--- config.mk ---
export PLATFORM = sky130hd
export DESIGN_NAME = param_add_pipe_flat
export DESIGN_NICKNAME = d
export VERILOG_FILES = /design/src/rtl/param_add_pipe_if.sv /design/src/rtl/param_add_pipe.sv /design/src/flat_wrapper.sv
export SDC_FILE = /design/constraint.sdc
export NUM_CORES = 1
export LEC_CHECK = 0
export ABC_AREA = 1
export CAP_MARGIN = 30
export CORE_ASPECT_RATIO = 1.4
export CORE_UTILIZATION = 55
export CTS_CLUSTER_SIZE = 40
export DETAILED_ROUTE_END_ITERATION = 7
export HOLD_SLACK_MARGIN = 0.08
export PLACE_DENSITY = 0.9
export SLEW_MARGIN = 0
export SYNTH_ARGS = -nofsm -noshare
export SYNTH_HDL_FRONTEND = slang
export SYNTH_SLANG_ARGS = --single-unit
export TNS_END_PERCENT = 20
--- constraint.sdc ---
create_clock -name clk -period 2.9 [get_ports clk]
set_input_delay 0.435 -clock clk [delete_from_list [all_inputs] [get_ports clk]]
set_output_delay 0.435 -clock clk [all_outputs]
set_load 0.005 [all_outputs]
--- src/rtl/param_add_pipe_if.sv ---
// Handshake bundle for param_add_pipe.
//   in_valid/in_ready/in_data     : word-set input, lane k at [k*WIDTH +: WIDTH]
//   out_valid/out_ready/out_data  : word-set output, same packing
//   out_ovf                       : per-lane overflow flag, aligned with out_data
// master = producer/consumer side (bench, regression top); slave = the adder.
interface param_add_pipe_if #(
  parameter int WIDTH = 32,
  parameter int LANES = 1
);
  logic                   in_valid;
  logic                   in_ready;
  logic [LANES*WIDTH-1:0] in_data;
  logic                   out_valid;
  logic                   out_ready;
  logic [LANES*WIDTH-1:0] out_data;
  logic [LANES-1:0]       out_ovf;

  modport master (
    output in_valid, in_data, out_ready,
    input  in_ready, out_valid, out_data, out_ovf
  );

  modport slave (
    input  in_valid, in_data, out_ready,
    output in_ready, out_valid, out_data, out_ovf
  );
endinterface

--- src/rtl/param_add_pipe.sv ---
// param_add_pipe: multi-lane pipelined offset adder.
// Each lane adds OFFSET to the low 2*N bits of its word (wrap or saturate),
// result leaves STAGES cycles later. Elastic valid/ready pipeline, running
// 64-bit checksum and transfer counter over delivered outputs.
// Ports:
//   clk, reset   : clock, synchronous active-high reset
//   bus (slave)  : in_valid/in_ready/in_data, out_valid/out_ready/out_data/out_ovf
//   chk_clear    : synchronous checksum clear (wins over an update)
//   chk          : running checksum of transferred outputs
//   xfer_cnt     : number of output transfers, wraps at 2^32

// One lane of stage-1 arithmetic (purely combinational).
module param_add_lane #(
  parameter int               WIDTH = 32,
  parameter int               N     = 16,
  parameter logic [WIDTH-1:0] OFF   = '0,
  parameter bit               SAT   = 1'b0
) (
  input  logic [WIDTH-1:0] din,
  output logic [WIDTH-1:0] res,
  output logic             ovf
);
  // Keeps bits [2*N-1:0]; shift form avoids a zero-width replicate when 2*N == WIDTH.
  localparam logic [WIDTH-1:0] MASK = {WIDTH{1'b1}} >> (WIDTH - 2*N);

  logic [WIDTH:0] sum;

  assign sum = {1'b0, din & MASK} + {1'b0, OFF};
  assign ovf = sum[WIDTH];
  assign res = (SAT && ovf) ? '1 : sum[WIDTH-1:0];
endmodule

module param_add_pipe #(
  parameter int              WIDTH    = 32,
  parameter int              N        = 16,
  parameter longint unsigned OFFSET   = 1,
  parameter int              STAGES   = 2,
  parameter int              LANES    = 1,
  parameter int              SATURATE = 0
) (
  input  logic                 clk,
  input  logic                 reset,
  param_add_pipe_if.slave      bus,
  input  logic                 chk_clear,
  output logic [63:0]          chk,
  output logic [31:0]          xfer_cnt
);
  if (WIDTH < 2 || WIDTH > 64) begin : g_bad_width
    $error("param_add_pipe: WIDTH must be 2..64");
  end
  if (N < 1 || 2*N > WIDTH) begin : g_bad_n
    $error("param_add_pipe: need 1 <= N and 2*N <= WIDTH");
  end
  if (STAGES < 1 || LANES < 1) begin : g_bad_depth
    $error("param_add_pipe: STAGES and LANES must be >= 1");
  end

  localparam logic [WIDTH-1:0] OFF = WIDTH'(OFFSET);

  logic [LANES-1:0][WIDTH-1:0]             lane_res;
  logic [LANES-1:0]                        lane_ovf;
  logic [STAGES:1]                         vld_pipe;
  logic [STAGES:1][LANES-1:0][WIDTH-1:0]   dat_pipe;
  logic [STAGES:1][LANES-1:0]              ovf_pipe;
  logic [STAGES+1:1]                       rdy;      // rdy[s]: stage s may load this cycle
  logic                                    xfer;
  logic [63:0]                             fold;

  for (genvar k = 0; k < LANES; k++) begin : g_lane
    param_add_lane #(
      .WIDTH (WIDTH),
      .N     (N),
      .OFF   (OFF),
      .SAT   (SATURATE != 0)
    ) u_lane (
      .din (bus.in_data[k*WIDTH +: WIDTH]),
      .res (lane_res[k]),
      .ovf (lane_ovf[k])
    );
  end

  // Ready ripples back from the consumer: a stage loads when it is empty or
  // its occupant moves on. This makes in_ready combinational from out_ready.
  always_comb begin
    logic r;
    rdy = '0;
    r   = bus.out_ready;
    rdy[STAGES+1] = r;
    for (int s = STAGES; s >= 1; s--) begin
      r      = !vld_pipe[s] || r;
      rdy[s] = r;
    end
  end

  assign bus.in_ready  = !reset && rdy[1];
  assign bus.out_valid = vld_pipe[STAGES];
  assign bus.out_data  = dat_pipe[STAGES];
  assign bus.out_ovf   = ovf_pipe[STAGES];
  assign xfer          = vld_pipe[STAGES] && bus.out_ready;

  always_ff @(posedge clk) begin
    if (reset) begin
      vld_pipe <= '0;
      dat_pipe <= '0;
      ovf_pipe <= '0;
    end else begin
      if (rdy[1]) begin
        vld_pipe[1] <= bus.in_valid;
        if (bus.in_valid) begin
          dat_pipe[1] <= lane_res;
          ovf_pipe[1] <= lane_ovf;
        end
      end
      for (int s = 2; s <= STAGES; s++) begin
        if (rdy[s]) begin
          vld_pipe[s] <= vld_pipe[s-1];
          // Bubbles do not overwrite payload, so out_data only moves with real items.
          if (vld_pipe[s-1]) begin
            dat_pipe[s] <= dat_pipe[s-1];
            ovf_pipe[s] <= ovf_pipe[s-1];
          end
        end
      end
    end
  end

  always_comb begin
    fold = '0;
    for (int k = 0; k < LANES; k++) fold = fold ^ 64'(dat_pipe[STAGES][k]);
  end

  always_ff @(posedge clk) begin
    if (reset) begin
      chk      <= '0;
      xfer_cnt <= '0;
    end else begin
      if (xfer) xfer_cnt <= xfer_cnt + 32'd1;
      if (chk_clear)  chk <= '0;
      else if (xfer)  chk <= fold ^ {chk[62:0], chk[63] ^ chk[2] ^ chk[0]};
    end
  end
endmodule

--- src/flat_wrapper.sv ---
// flat-port wrapper written by rule: the top's interface ports become plain ports
module param_add_pipe_flat 
#(
  parameter int              WIDTH    = 32,
  parameter int              N        = 16,
  parameter longint unsigned OFFSET   = 1,
  parameter int              STAGES   = 2,
  parameter int              LANES    = 1,
  parameter int              SATURATE = 0
)
  (clk, reset, chk_clear, chk, xfer_cnt, bus_in_valid, bus_in_data, bus_out_ready, bus_in_ready, bus_out_valid, bus_out_data, bus_out_ovf);
  param_add_pipe_if #(.WIDTH(WIDTH), .LANES(LANES)) bus_i ();
  input  logic clk;
  input  logic reset;
  input  logic chk_clear;
  output logic [63:0] chk;
  output logic [31:0] xfer_cnt;
  input wire logic [$bits(bus_i.in_valid)-1:0] bus_in_valid;
  input wire logic [$bits(bus_i.in_data)-1:0] bus_in_data;
  input wire logic [$bits(bus_i.out_ready)-1:0] bus_out_ready;
  output wire logic [$bits(bus_i.in_ready)-1:0] bus_in_ready;
  output wire logic [$bits(bus_i.out_valid)-1:0] bus_out_valid;
  output wire logic [$bits(bus_i.out_data)-1:0] bus_out_data;
  output wire logic [$bits(bus_i.out_ovf)-1:0] bus_out_ovf;
  assign bus_i.in_valid = bus_in_valid;
  assign bus_i.in_data = bus_in_data;
  assign bus_i.out_ready = bus_out_ready;
  assign bus_in_ready = bus_i.in_ready;
  assign bus_out_valid = bus_i.out_valid;
  assign bus_out_data = bus_i.out_data;
  assign bus_out_ovf = bus_i.out_ovf;
  param_add_pipe #(.WIDTH(WIDTH), .N(N), .OFFSET(OFFSET), .STAGES(STAGES), .LANES(LANES), .SATURATE(SATURATE)) u_core (.clk(clk), .reset(reset), .bus(bus_i), .chk_clear(chk_clear), .chk(chk), .xfer_cnt(xfer_cnt));
endmodule
==> impl_metrics.py <==
metrics = {
    "synthesis": {
        "netlist_instances": 1095,
        "synth_edf_count": 0,
        "yosys.area.top_type": "dfxtp_1",
        "synth_area_sq_um": 7787,
        "synth_area_leaders": "dfxtp_1, nand2_1, nor2_1",
        "synth-async-reset-ratio": 0,
        "synth.distinct_cells": 31,
        "postSynthRegisterBits": 164,
        "synth_top_area_frac": 0.4216,
        "ys.warnings.count": 0,
        "syn_area_per_cell_sq_um": 7.112,
        "synthFlopType": "dfxtp_1",
        "synth.yosys.seq_area_share": 0.4216,
        "syn_nets": 1134,
    },
    "clocking": {
        "htreeDepth": 4,
        "cts_tree": "yes",
        "cts.sinks": 164,
        "path_clk_slew_ns": 0.07,
        "clkLatencyLatePin_ns": 0.42,
        "cts-root-buf": "clkbuf_16",
        "numCtsBuffers": 17,
        "hold_buffers": 0,
        "cts_setup_buffers": 0,
        "cts_resized": 0,
        "clockBufferDepth": 2,
    },
    "detailed_routing": {
        "ant_nets": 0,
        "vias": 7378,
        "drc_errors": 0,
        "dr.pass1.iters": 5,
        "detail_route.iter0.violations": 365,
        "wirelength_microns": 20190,
        "via_per_inst": 5.222,
        "drt-wirelength-per-cell_microns": 14.29,
    },
    "global_route": {
        "gr-total-overflow": 0,
        "antenna_found_initial": 0,
        "grt_first_pass_wirelength_microns": 31970,
        "grt_max_degree": 74,
        "grt_usage": 0.2817,
        "grt_pass1_vias": 6739,
    },
    "floorplanning": {
        "die-area_sq_um": 14650,
        "rows": 51,
        "ioPinCount": 168,
        "die_w_microns": 102.6,
        "die_y_microns": 142.8,
        "core-area_sq_um": 13850,
        "initial_core_util": 0.5624,
    },
    "layout": {
        "final_cell_mix": "nand2_1, nor2_1, clkdlybuf4s50_1",
        "layout_commonest_cell": "nand2_1",
        "nets": 1254,
        "num_antenna_cells": 0,
        "synthToLayoutAreaGrowth_pct": 27.07,
        "final_layout_size_suffix_gt1_frac": 0.06270,
    },
    "timing": {
        "finalSetupViolations": 0,
        "finalCritPeriodShare": 0.7929,
        "max_slew_margin": 0.4910,
        "rsz0062_at_grt": "false",
        "tightest_slew_ns": 0.7624,
        "fmaxAchievable_mhz": 434.9,
        "clock_skew_ns": 0.009844,
        "drv_slew": 0,
        "hold_viol": 0,
        "fin_crit_ns": 2.300,
        "setup_tns_ns": 0,
    },
    "place": {
        "port_buffers": 167,
        "gp_congestion": 0.9564,
        "hpwlAfterDp_microns": 14830,
    },
    "pwr": {
        "power.density_nw_per_um2": 509.7,
        "p_leak_nw": 3.896,
        "p_total_mw": 5.044,
        "peakVddDrop_v": 0.0003604,
    },
    "critical_path": {
        "cp_cell_sequence": "clkdlybuf4s50_1 -> inv_1 -> nand2_1 -> inv_1 -> clkdlybuf4s50_1",
        "cp_top_family": "buffers and inverters",
        "arrival_ns": 1.86,
        "required_ns": 2.47,
        "startpoint_type": "input pin",
        "cp_max_fo": 8,
        "path_class": "input pin to primary output",
        "worst-path-stages": 5,
        "crit_path_top_delay_cell": "clkdlybuf4s50_1",
        "cpPeakStageDelay_ns": 0.76,
        "worst_r2r_path_depth": 6,
        "crit_buf_inv": 4,
        "worst_setup_path_end_kind": "primary output",
    },
    "hold_path": {
        "hold_path_class": "flop to flop",
        "holdPathStages": 2,
    },
    "flow_run": {
        "max-cap-violations": 0,
    },
    "outcome": {
        "status": "finished, final reports clean",
    },
}
## cell families after synthesis
group	share of synthesized area
xor+xnor	0.04949
compound gates	0.1552
simple gates	0.2510
flops	0.4216
fa+ha+maj	0.003213
buf+inv	0.1195
## metrics by stage
step           instances  setup WS [ns]  utilization  cell area, sq um  hold WS [ns]
2_1_floorplan       1095          1.439            -              7787        0.4291
3_3_place_gp        1381         0.6231       0.6741              9334        0.4368
3_5_place_dp        1381         0.6057       0.6741              9334        0.4445
4_1_cts             1413         0.6045       0.7146              9896        0.4550
5_1_grt             1413         0.5101       0.7146              9896        0.4669
6_report            1413         0.6005       0.7146              9896        0.4528
## routing by layer
layer | share of wire | routed length (microns) | track usage | up-vias
met5 | 0 | 0 | 0 | -
met2 | 0.51 | 10390 | 0.4954 | 230
met1 | 0.38 | 7752 | 0.3054 | 3392
li1 | - | - | - | 3701
met3 | 0.056 | 1131 | 0.05825 | 55
met4 | 0.045 | 912 | 0.1669 | 0
## cells in the mapped netlist, types with 2 or more instances
cell type,number
nand2_2,4
nand3_2,3
nor2_4,13
buf_1,2
buf_6,3
inv_1,122
buf_2,15
nand2_1,175
nor2_1,168
xnor2_1,40
o21ai_0,122
nand2_4,2
a21oi_1,112
dfxtp_1,164
o21ai_1,6
ha_1,2
nand3_1,52
clkbuf_1,20
or2_2,2
nor3_1,5
nand4_1,7
xor2_1,4
nor2_2,7
and2_1,2
inv_2,2
buf_4,36
## final timing paths
check | startpoint | slack, ns | to
max reg2reg | u_core.vld_pipe[2]$_SDFFE_PP0P_ | 1.26 | u_core.xfer_cnt[15]$_SDFFE_PP0P_
min | u_core.dat_pipe[19]$_SDFFE_PP0P_ | 0.45 | u_core.bus.out_data[19]$_SDFFE_PP0P_
max | reset | 0.60 | bus_in_ready
min reg2reg | u_core.dat_pipe[19]$_SDFFE_PP0P_ | 0.45 | u_core.bus.out_data[19]$_SDFFE_PP0P_
## worst reg2reg max path, stage by stage, from the launching register on
cell	delay (ns)
dfxtp_1	0.42
nand2_4	0.23
nor2_4	0.25
nand3_2	0.15
nor2_2	0.23
a21oi_1	0.10
and2_1	0.16
## state kept, by name, summed over array words and instances (netlist names)
register	flops
u_core.xfer_cnt	32
u_core.bus.out_ovf	1
u_core.ovf_pipe	1
u_core.dat_pipe	32
u_core.bus.out_data	32
u_core.vld_pipe	2
u_core.chk	64
## report_power, final
part | switching, mW | internal, mW
sequential | 0.0626 | 2.34
clock | 0.997 | 1.14
combinational | 0.269 | 0.238
## layout make-up
| type | instances | area, sq um |
|---|---|---|
| Tap cell | 185 | 231.5 |
| Timing Repair Buffer | 177 | 1772 |
| Fill cell | 1084 | 3951 |
| Inverter | 125 | 469.2 |
| Clock buffer | 18 | 429.2 |
| Multi-Input combinational cell | 730 | 3578 |
| Sequential cell | 164 | 3283 |
| Clock inverter | 14 | 132.6 |
Note: power is estimated with default switching activity, not from simulation.
